$ cat src/rtl/player_pkg.sv
// Shared types and helpers for the lane-crossing player controller.
package player_pkg;

  localparam int COORD_W = 10;
  localparam int CMP_W   = 11;

  typedef enum logic [1:0] {
    PLAY      = 2'd0,
    HIT       = 2'd1,
    GAME_OVER = 2'd2
  } state_e;

  // Active-low {A..G} pattern for one BCD digit.
  function automatic logic [6:0] seg7(input logic [3:0] d);
    case (d)
      4'd0:    return 7'b0000001;
      4'd1:    return 7'b1001111;
      4'd2:    return 7'b0010010;
      4'd3:    return 7'b0000110;
      4'd4:    return 7'b1001100;
      4'd5:    return 7'b0100100;
      4'd6:    return 7'b0100000;
      4'd7:    return 7'b0001111;
      4'd8:    return 7'b0000000;
      4'd9:    return 7'b0000100;
      default: return 7'b0011000;
    endcase
  endfunction

endpackage

$ cat src/rtl/bcd_score_counter.sv
// Saturating ripple-carry BCD counter; holds at all nines, clr wins over inc.
module bcd_score_counter #(
  parameter int SCORE_DIGITS = 2
) (
  input  logic                      clk,
  input  logic                      rst,
  input  logic                      inc,
  input  logic                      clr,
  output logic [SCORE_DIGITS*4-1:0] score_bcd
);

  logic [SCORE_DIGITS*4-1:0] next_bcd;
  logic                      all_nines;
  logic                      carry;

  // NOTE: every always_comb output gets a default first so no path infers a latch.
  always_comb begin
    next_bcd  = score_bcd;
    all_nines = 1'b1;
    for (int i = 0; i < SCORE_DIGITS; i++)
      if (score_bcd[4*i +: 4] != 4'd9) all_nines = 1'b0;
    carry = inc & ~all_nines;
    for (int i = 0; i < SCORE_DIGITS; i++) begin
      if (carry) begin
        if (score_bcd[4*i +: 4] == 4'd9) begin
          next_bcd[4*i +: 4] = 4'd0;
        end else begin
          next_bcd[4*i +: 4] = score_bcd[4*i +: 4] + 4'd1;
          carry = 1'b0;
        end
      end
    end
  end

  // NOTE: sequential state is written with non-blocking assignments only.
  always_ff @(posedge clk) begin
    if (rst || clr) score_bcd <= '0;
    else            score_bcd <= next_bcd;
  end

endmodule

$ cat src/rtl/player_ctrl_multi.sv
// Player movement, multi-car collision, BCD score and 7-segment output.
// Optional lives / game-over behaviour is enabled by defining PLAYER_LIVES_EN.
module player_ctrl_multi
  import player_pkg::*;
#(
  parameter int H_DISPLAY     = 640,
  parameter int V_DISPLAY     = 480,
  parameter int PLAYER_WIDTH  = 32,
  parameter int PLAYER_HEIGHT = 32,
  parameter int STEP          = 32,
  parameter int MOVE_PERIOD   = 5000000,
  parameter int NUM_CARS      = 8,
  parameter int CAR_WIDTH     = 64,
  parameter int CAR_HEIGHT    = 32,
  parameter int SCORE_DIGITS  = 2,
  parameter int LIVES         = 3,
  parameter int HIT_HOLD      = 25000000
) (
  input  logic                      CLK,
  input  logic                      RST,
  input  logic                      SW1,
  input  logic                      SW2,
  input  logic                      SW3,
  input  logic                      SW4,
  input  logic [NUM_CARS*10-1:0]    car_x,
  input  logic [NUM_CARS*10-1:0]    car_y,
  input  logic [NUM_CARS-1:0]       car_active,
  output logic [9:0]                rplayer_x,
  output logic [9:0]                rplayer_y,
  output logic [SCORE_DIGITS*4-1:0] score_bcd,
  output logic [SCORE_DIGITS*7-1:0] seg,
  output logic [3:0]                lives,
  output logic                      hit_pulse,
  output logic                      score_pulse,
  output logic                      game_over
);

  localparam logic [1:0] ST_PLAY      = PLAY;
  localparam logic [1:0] ST_HIT       = HIT;
  localparam logic [1:0] ST_GAME_OVER = GAME_OVER;

  localparam int MOVE_W = $clog2(MOVE_PERIOD);
  localparam int HOLD_W = $clog2(HIT_HOLD + 1);

  localparam logic [COORD_W-1:0] SPAWN_X = COORD_W'(H_DISPLAY / 2);
  localparam logic [COORD_W-1:0] SPAWN_Y = COORD_W'(V_DISPLAY - PLAYER_HEIGHT);

  logic [1:0]        state;
  logic              ready;
  logic [MOVE_W-1:0] move_cnt;
  logic [HOLD_W-1:0] hold_cnt;

  logic [CMP_W-1:0]   px, py;
  logic               hit, goal, move_fire;
  logic [COORD_W-1:0] nx, ny;
  logic               soft_rst, rst;

  assign soft_rst = SW1 & SW2 & SW3 & SW4;
  assign rst      = RST | soft_rst;

  assign px = CMP_W'(rplayer_x);
  assign py = CMP_W'(rplayer_y);

  // Strict box overlap in 11 bits so right/bottom edges near 1023 cannot wrap.
  always_comb begin
    hit = 1'b0;
    for (int i = 0; i < NUM_CARS; i++) begin
      if (car_active[i]
          && px < CMP_W'(car_x[10*i +: 10]) + CMP_W'(CAR_WIDTH)
          && CMP_W'(car_x[10*i +: 10]) < px + CMP_W'(PLAYER_WIDTH)
          && py < CMP_W'(car_y[10*i +: 10]) + CMP_W'(CAR_HEIGHT)
          && CMP_W'(car_y[10*i +: 10]) < py + CMP_W'(PLAYER_HEIGHT))
        hit = 1'b1;
    end
    if (state != ST_PLAY) hit = 1'b0;
  end

  assign goal = (state == ST_PLAY) && (rplayer_y == '0) && !hit;

  // The highest-priority pressed switch decides; if it is blocked nothing moves.
  always_comb begin
    move_fire = 1'b0;
    nx        = rplayer_x;
    ny        = rplayer_y;
    if (state == ST_PLAY && ready && !hit && !goal) begin
      if (SW1) begin
        if (py >= CMP_W'(STEP)) begin
          move_fire = 1'b1;
          ny        = rplayer_y - COORD_W'(STEP);
        end
      end else if (SW2) begin
        if (py + CMP_W'(STEP) <= CMP_W'(V_DISPLAY - PLAYER_HEIGHT)) begin
          move_fire = 1'b1;
          ny        = rplayer_y + COORD_W'(STEP);
        end
      end else if (SW3) begin
        if (px >= CMP_W'(STEP)) begin
          move_fire = 1'b1;
          nx        = rplayer_x - COORD_W'(STEP);
        end
      end else if (SW4) begin
        if (px + CMP_W'(STEP) <= CMP_W'(H_DISPLAY - PLAYER_WIDTH)) begin
          move_fire = 1'b1;
          nx        = rplayer_x + COORD_W'(STEP);
        end
      end
    end
  end

  always_ff @(posedge CLK) begin
    if (rst) begin
      rplayer_x   <= SPAWN_X;
      rplayer_y   <= SPAWN_Y;
      state       <= ST_PLAY;
      ready       <= 1'b1;
      move_cnt    <= '0;
      hold_cnt    <= '0;
      hit_pulse   <= 1'b0;
      score_pulse <= 1'b0;
    end else begin
      hit_pulse   <= 1'b0;
      score_pulse <= 1'b0;

      if (move_fire) begin
        move_cnt <= '0;
        ready    <= 1'b0;
      end else if (move_cnt != MOVE_W'(MOVE_PERIOD - 1)) begin
        move_cnt <= move_cnt + 1'b1;
        if (move_cnt == MOVE_W'(MOVE_PERIOD - 2)) ready <= 1'b1;
      end

      case (state)
        ST_PLAY: begin
          if (hit) begin
            hit_pulse <= 1'b1;
            hold_cnt  <= '0;
            state     <= ST_HIT;
          end else if (goal) begin
            score_pulse <= 1'b1;
            rplayer_x   <= SPAWN_X;
            rplayer_y   <= SPAWN_Y;
          end else if (move_fire) begin
            rplayer_x <= nx;
            rplayer_y <= ny;
          end
        end
        ST_HIT: begin
          if (hold_cnt == HOLD_W'(HIT_HOLD - 1)) begin
            rplayer_x <= SPAWN_X;
            rplayer_y <= SPAWN_Y;
            ready     <= 1'b0;
            move_cnt  <= '0;
`ifdef PLAYER_LIVES_EN
            state     <= (lives == 4'd0) ? ST_GAME_OVER : ST_PLAY;
`else
            state     <= ST_PLAY;
`endif
          end else begin
            hold_cnt <= hold_cnt + 1'b1;
          end
        end
        ST_GAME_OVER: state <= ST_GAME_OVER;
        default:      state <= ST_PLAY;
      endcase
    end
  end

`ifdef PLAYER_LIVES_EN
  always_ff @(posedge CLK) begin
    if (rst)                     lives <= 4'(LIVES);
    else if (hit && lives != '0) lives <= lives - 4'd1;
  end

  assign game_over = (state == ST_GAME_OVER);

  bcd_score_counter #(.SCORE_DIGITS(SCORE_DIGITS)) u_score (
    .clk       (CLK),
    .rst       (rst),
    .inc       (goal),
    .clr       (1'b0),
    .score_bcd (score_bcd)
  );
`else
  assign lives     = 4'd0;
  assign game_over = 1'b0;

  bcd_score_counter #(.SCORE_DIGITS(SCORE_DIGITS)) u_score (
    .clk       (CLK),
    .rst       (rst),
    .inc       (goal),
    .clr       (hit),
    .score_bcd (score_bcd)
  );
`endif

  always_ff @(posedge CLK) begin
    if (rst) begin
      for (int i = 0; i < SCORE_DIGITS; i++) seg[7*i +: 7] <= seg7(4'd0);
    end else begin
      for (int i = 0; i < SCORE_DIGITS; i++) seg[7*i +: 7] <= seg7(score_bcd[4*i +: 4]);
    end
  end

endmodule

$ cat config.mk
export PLATFORM = sky130hd
export DESIGN_NAME = player_ctrl_multi
export DESIGN_NICKNAME = d
export VERILOG_FILES = /design/src/rtl/player_pkg.sv /design/src/rtl/bcd_score_counter.sv /design/src/rtl/player_ctrl_multi.sv
export SDC_FILE = /design/constraint.sdc
export NUM_CORES = 1
export LEC_CHECK = 0
export ABC_CLOCK_PERIOD_IN_PS = 6300
export CAP_MARGIN = 15
export CORE_MARGIN = 4
export CORE_UTILIZATION = 33
export CTS_CLUSTER_SIZE = 8
export DETAILED_ROUTE_END_ITERATION = 16
export GPL_TIMING_DRIVEN = 0
export SKIP_LAST_GASP = 1
export SYNTH_ARGS = -nofsm -noshare
export SYNTH_HDL_FRONTEND = slang
export SYNTH_HIERARCHICAL = 1
export SYNTH_SLANG_ARGS = --single-unit
$ cat constraint.sdc
create_clock -name CLK -period 6.3 [get_ports CLK]
set_input_delay 0.63 -clock CLK [delete_from_list [all_inputs] [get_ports CLK]]
set_output_delay 0.63 -clock CLK [all_outputs]
set_load 0.02 [all_outputs]
==> out/qor.yml, run 1 <==
overflow: 0
grt_max_degree: 26
setup_violations: 0
die_y_um: 172
post_cts_buffers: 0
cap_violations: 0
wl_per_cell_um: 16.1
num_rows: 59
dpl.hpwl_um: 21600
critPathRequiredTime_ns: 6.57
setup-tns-final_ns: 0
final_max_slew_viol_count: 0
post-route-util_pct: 44.6
fillers: 2660
routed_wl_um: 27000
powerDensity_mw_per_mm2: 213
drc: 0
synth.distinct_cells: 72
clk_pin_slew_ns: 0.06
layout-drive-gt1-share_pct: 4.33
grt_pass1_wl_um: 43100
area_delta_synth_final_pct: 31.8
core_sq_mm: 0.0263
cts_resized: 0
hp-class: "flip-flop to flip-flop"
period_minus_slack_ns: 5.25
holdBufCountCts: 0
start_util_pct: 33.9
max-vdd-ir-drop_uv: 123
syn_avg_cell_area_sq_um: 8.08
cts_max_path_buffers: 2
gp_congestion: 0.908
p_leak_nw: 4.62
worstSetupPathType: "flip-flop to flip-flop"
ant_nets: 0
status: "finished, final reports clean"
min_period_over_period_pct: 83.3
critical_path_arrival_ns: 5.52
cts_buffers: 9
hold_slack_ns: 0.458
ys_seq_area_share_pct: 19.1
synth_ff_type: "dfxtp_1"
yosys_warnings: 6
end_kind: "flip-flop"
crit_fanout: 10
root_buffer: "clkbuf_16"
grt_pass1_vias: 8452
rrSetupSlack_ns: 1.05
whs_path_depth: 2
start_kind: "flip-flop"
final_cell_mix: "clkdlybuf4s50_1, ha_1, dfxtp_1, nor2_1, nand2_1"
drt-initial-drc-count: 375
syn_area_sq_mm: 0.00890
die_area_sq_mm: 0.0297
nets: 1686
clkSinkCount: 85
viasPerCell: 5.26
ctsHtreeMaxLevel: 3
finalHoldViolCount: 0
fin_worst_skew_ns: 0.00598
die_w_um: 172
cts_tree: "built"
synthCells: 1102
relSlewSlack_pct: 27.5
drt_pre_antenna_iters: 5
antenna_found_initial: 1
synthTopCellsByArea: "ha_1, dfxtp_1, xnor2_1, a21oi_1, o21ai_0"
worst_slew_pin_slew_ns: 1.09
route.vias.total: 8812
io_buffers: 205
synth_edf_count: 0
yosys.area.top_type: "ha_1"
layout_commonest_cell: "clkdlybuf4s50_1"
rsz0062_at_grt: "no"
ys_seq_elements: 85
synth_top_area_share_pct: 25.2
clk_latency_ns: 0.34
r2r_cells: 15
num_io_pins: 223
grt_util_all_layers_pct: 18.0
fmax_mhz: 191
async_flop_share_pct: 0
==> logic make-up after synthesis <==
family                     count (synthesis)  synth area share [%]
and+or+nand+nor                          401                  23.7
adders and majority gates                185                  25.8
other                                      1                0.0421
DFF                                       85                  19.1
xor gates and xnor gates                  77                  7.66
AOI/OAI and AO/OA                        242                  17.3
muxes                                     10                  1.17
buffers and inverters                    101                  5.19
==> sequential cells by signal, summed over array words and instances (netlist names), 2 cells and up <==
register           cells
seg                   14
state                  2
u_score/score_bcd      8
hold_cnt              25
rplayer_y              5
rplayer_x              5
move_cnt              23
==> worst paths after layout <==
| path | startpoint | endpoint |
|---|---|---|
| worst max register to register | rplayer_y[7] | hold_cnt[16] |
| worst min register to register | hold_cnt[24] | hold_cnt[24] |
| worst max-delay path | rplayer_y[7] | hold_cnt[16] |
| worst min-delay path | hold_cnt[24] | hold_cnt[24] |
==> area by class of cell <==
cell class                 instances  area, sq um  share of cell area, %
buffer                            39          229                   1.95
inverter                          62          233                   1.98
tap                              335          419                   3.57
clock buffer                      12          246                   2.10
clock inverter                     4         47.5                  0.405
multi-input combinational        930         6790                   57.9
antenna                            1         2.50                 0.0213
sequential                        85         1700                   14.5
timing repair buffer             206         2060                   17.6
==> critical path, stage by stage, from the launching register on <==
cell and delay [ns]:
dfxtp_1 0.72, clkbuf_1 0.35, nand3_1 0.16, xnor2_1 0.85, ha_1 0.22, o21ai_0 0.08, a21oi_1 0.13, o21a_1 0.12
o21ai_0 0.20, o2111a_1 0.28, nor4_1 0.78, a21oi_1 0.38, nand2b_1 0.25, clkbuf_1 0.20, clkbuf_1 0.27, a21oi_1 0.18
==> through the flow <==
step | area (sq um) | worst slack, ns | std cells | power [W]
after floorplan | 8950 | 1.88 | 1116 | 0.00149
after global placement | 11400 | 1.04 | 1656 | 0.00195
after detailed placement | 11400 | 1.01 | 1656 | 0.00198
after CTS | 11700 | 0.996 | 1672 | 0.00252
after global routing | 11700 | 0.664 | 1674 | 0.00274
final | 11700 | 1.05 | 1674 | 0.00250
==> Yosys cell counts (5+ instances only) <==
cell / n
maj3_1: 6
and2_1: 5
nand2_1: 81
or3_1: 19
a31oi_1: 10
o2111a_1: 5
ha_1: 179
o21ai_0: 66
o211ai_1: 12
nor2b_1: 10
a211oi_1: 5
o31ai_1: 5
nand2b_1: 7
nor4b_1: 7
a22oi_1: 11
xor2_1: 37
a21oi_1: 66
a221oi_1: 7
inv_1: 62
xnor2_1: 39
and3_1: 18
nand3_1: 64
buf_4: 17
dfxtp_1: 85
clkbuf_1: 15
o21a_1: 15
nor2_1: 84
nor4_1: 16
or4_1: 7
nand4_1: 19
nor3_1: 33
nand4b_1: 10
mux2i_1: 7
==> routing by layer <==
metal / track usage, % / vias up / routed length [um] / share of wire, %
met5: 0 / - / 0 / 0
met3: 3.13 / 25 / 1400 / 5.2
met2: 30.7 / 210 / 12600 / 47
met4: 3.59 / 0 / 418 / 1.5
li1: - / 4505 / - / -
met1: 23.9 / 4072 / 12500 / 46
==> report_power, final <==
part	internal [W]	switching [W]	total [W]
Combinational	0.000573	0.000747	0.00132
Clock	0.000317	0.000213	0.000530
Sequential	0.000566	0.0000818	0.000648
Total	0.00146	0.00104	0.00250
Power figures use the tool's default switching activity.
==> run 2: changes to the inputs <==
--- a/config.mk
+++ b/config.mk
@@ -5,7 +5,7 @@
 export SDC_FILE = /design/constraint.sdc
 export NUM_CORES = 1
 export LEC_CHECK = 0
-export ABC_CLOCK_PERIOD_IN_PS = 6300
+export ABC_CLOCK_PERIOD_IN_PS = 5000
 export CAP_MARGIN = 15
 export CORE_MARGIN = 4
 export CORE_UTILIZATION = 33
==> constraint.sdc (replaced) <==
create_clock -name CLK -period 5 [get_ports CLK]
set_input_delay 0.5 -clock CLK [delete_from_list [all_inputs] [get_ports CLK]]
set_output_delay 0.5 -clock CLK [all_outputs]
set_load 0.02 [all_outputs]
==> run 2 against run 1 <==
Maximum frequency up 12%; register-to-register slack worse by 0.73 ns; sequential share of layout area about the same; sequential cell count unchanged; sequential power up 27%; total power up 27%; design area up 0.48%; count of clock-buffer cells in the layout unchanged; global-route usage about the same; critical path type unchanged; largest cell class unchanged.
==> out/qor.yml, run 2 (synthesis gave the netlist of run 1 again) <==
whs_path_depth: 2  # unchanged
final_cell_mix: "clkdlybuf4s50_1, ha_1, nor2_1, nand2_1, dfxtp_1"  # was clkdlybuf4s50_1, ha_1, dfxtp_1, nor2_1, nand2_1
end_kind: "flip-flop"  # unchanged
top_regs: "hold_cnt (25), move_cnt (23), seg (14)"  # unchanged
grt_max_degree: 26  # unchanged
hp-class: "flip-flop to flip-flop"  # unchanged
start_util_pct: 33.9  # unchanged
critPathRequiredTime_ns: 5.21  # was 6.57 ns
p_leak_nw: 4.64  # was 4.62 nW
clkSinkCount: 85  # unchanged
die_w_um: 172  # unchanged
r2r_cells: 15  # unchanged
fin_worst_skew_ns: 0.00653  # was 0.00598 ns
die_y_um: 172  # unchanged
cts_max_path_buffers: 2  # unchanged
worstSetupPathType: "flip-flop to flip-flop"  # unchanged
route.vias.total: 8801  # was 8,812
drt_pre_antenna_iters: 5  # unchanged
cts_tree: "built"  # unchanged
multiInputGateArea_sq_mm: 0.00684  # was 0.00679 sq mm
root_buffer: "clkbuf_16"  # unchanged
highest_layer: "met4"  # unchanged
overflow: 0  # unchanged
powerDensity_mw_per_mm2: 270  # was 213 mW/mm^2
grt_pass1_wl_um: 43100  # about the same
ff_latch_area_sq_mm: 0.00171  # was 0.00170 sq mm
layout-drive-gt1-share_pct: 5.09  # was 4.33%
layout_commonest_cell: "clkdlybuf4s50_1"  # unchanged
fillers: 2660  # unchanged
relSlewSlack_pct: 34.5  # was 27.5%
crit_fanout: 10  # unchanged
viasPerCell: 5.26  # about the same
finalHoldViolCount: 0  # unchanged
top_register: "hold_cnt"  # unchanged
nets: 1685  # was 1,686
clk_latency_ns: 0.34  # about the same
cap_violations: 0  # unchanged
start_kind: "flip-flop"  # unchanged
largest_reg_flops: 25  # unchanged
dr_wl_met2_um: 12700  # was 12,600 um
period_minus_slack_ns: 4.68  # was 5.25 ns
area_delta_synth_final_pct: 32.4  # was 31.8%
grt_pass1_vias: 8466  # was 8,452
dpl.hpwl_um: 21600  # unchanged
critical_path_arrival_ns: 4.89  # was 5.52 ns
grt_util_all_layers_pct: 18.0  # about the same
setup_slack_ns: 0.318  # was 1.05 ns
met3_length_um: 1320  # was 1400 um
wl_per_cell_um: 16.2  # was 16.1 um
status: "finished, final reports clean"  # unchanged
die_area_sq_mm: 0.0297  # unchanged
ctsHtreeMaxLevel: 3  # unchanged
final_max_slew_viol_count: 0  # unchanged
finalPower_w: 0.00318  # was 0.00250 W
antenna_found_initial: 1  # unchanged
num_io_pins: 223  # unchanged
gp_congestion: 0.908  # unchanged
max-vdd-ir-drop_uv: 157  # was 123 uV
routed_wl_um: 27000  # about the same
wl_met1_um: 12600  # was 12,500 um
clk_pin_slew_ns: 0.06  # about the same
rsz0062_at_grt: "no"  # unchanged
holdBufCountCts: 0  # unchanged
dpl.cell_count: 1656  # unchanged
worst_slew_pin_slew_ns: 0.970  # was 1.09 ns
place_ws_ns: -0.288  # was 1.01 ns
core_sq_mm: 0.0263  # unchanged
ant_nets: 0  # unchanged
num_rows: 59  # unchanged
finalNonFillerCells: 1673  # was 1,674
cts_buffers: 9  # unchanged
drt-initial-drc-count: 311  # was 375
fmax_mhz: 214  # was 191 MHz
setup_violations: 0  # unchanged
io_buffers: 205  # unchanged
drc: 0  # unchanged
min_period_over_period_pct: 93.6  # was 83.3%
## run 2: stage by stage
step | hold WS [ns] | setup TNS [ns] | instance area [sq um] | utilization, %
final | 0.458 | 0 | 11800 | 44.8
after global routing | 0.486 | 0 | 11800 | 44.8
after detailed placement | 0.452 | -7.11 | 11400 | 43.5
after global placement | 0.448 | -5.96 | 11400 | 43.5
after floorplan | 0.438 | 0 | 8950 | -
after CTS | 0.460 | 0 | 11700 | 44.7
## run 2: worst paths after layout
path                  end         start  slack [ns]
max           hold_cnt[4]  rplayer_y[7]        0.32
min          hold_cnt[24]  hold_cnt[24]        0.46
max reg2reg   hold_cnt[4]  rplayer_y[7]        0.32
min reg2reg  hold_cnt[24]  hold_cnt[24]        0.46
## run 2: layout make-up
| cell class | instances | share of cell area, % |
|---|---|---|
| diodes | 1 | 0.0212 |
| plain buffers | 39 | 1.94 |
| clock buffers | 12 | 2.09 |
| clock inverters | 4 | 0.403 |
| inverters | 62 | 1.97 |
| multi-input cells | 930 | 58.1 |
| flip-flops and latches | 85 | 14.5 |
| well taps | 335 | 3.56 |
| repair buffers | 205 | 17.4 |
## run 2: layer usage
layer	vias to the layer above	track usage [%]
met5	-	0
met4	0	3.59
met3	25	3.13
met2	206	30.6
met1	4063	24.0
li1	4507	-
## run 2: what timing repair did
action / CTS / global route
gates resized for setup: 4 / 9
setup endpoints to repair: 51 / 34
setup buffers: 0 / 0
gates cloned: 0 / 0
## run 2: critical path, stage by stage (launching register included)
cell	delay [ns]
dfxtp_2	0.53
clkbuf_1	0.35
nand3_1	0.26
xnor2_4	0.40
ha_1	0.30
o21ai_0	0.07
a21oi_1	0.06
o21a_1	0.17
o21ai_0	0.49
o2111a_1	0.35
nor4_2	0.10
a21oi_1	0.47
nand2b_1	0.17
clkbuf_1	0.26
clkbuf_1	0.43
nor2_1	0.09
## run 2: power breakdown
part	switching, W	internal, W	total [W]
combinational	0.000953	0.000737	0.00169
clock	0.000266	0.000399	0.000666
sequential	0.000104	0.000716	0.000821
total	0.00132	0.00185	0.00318
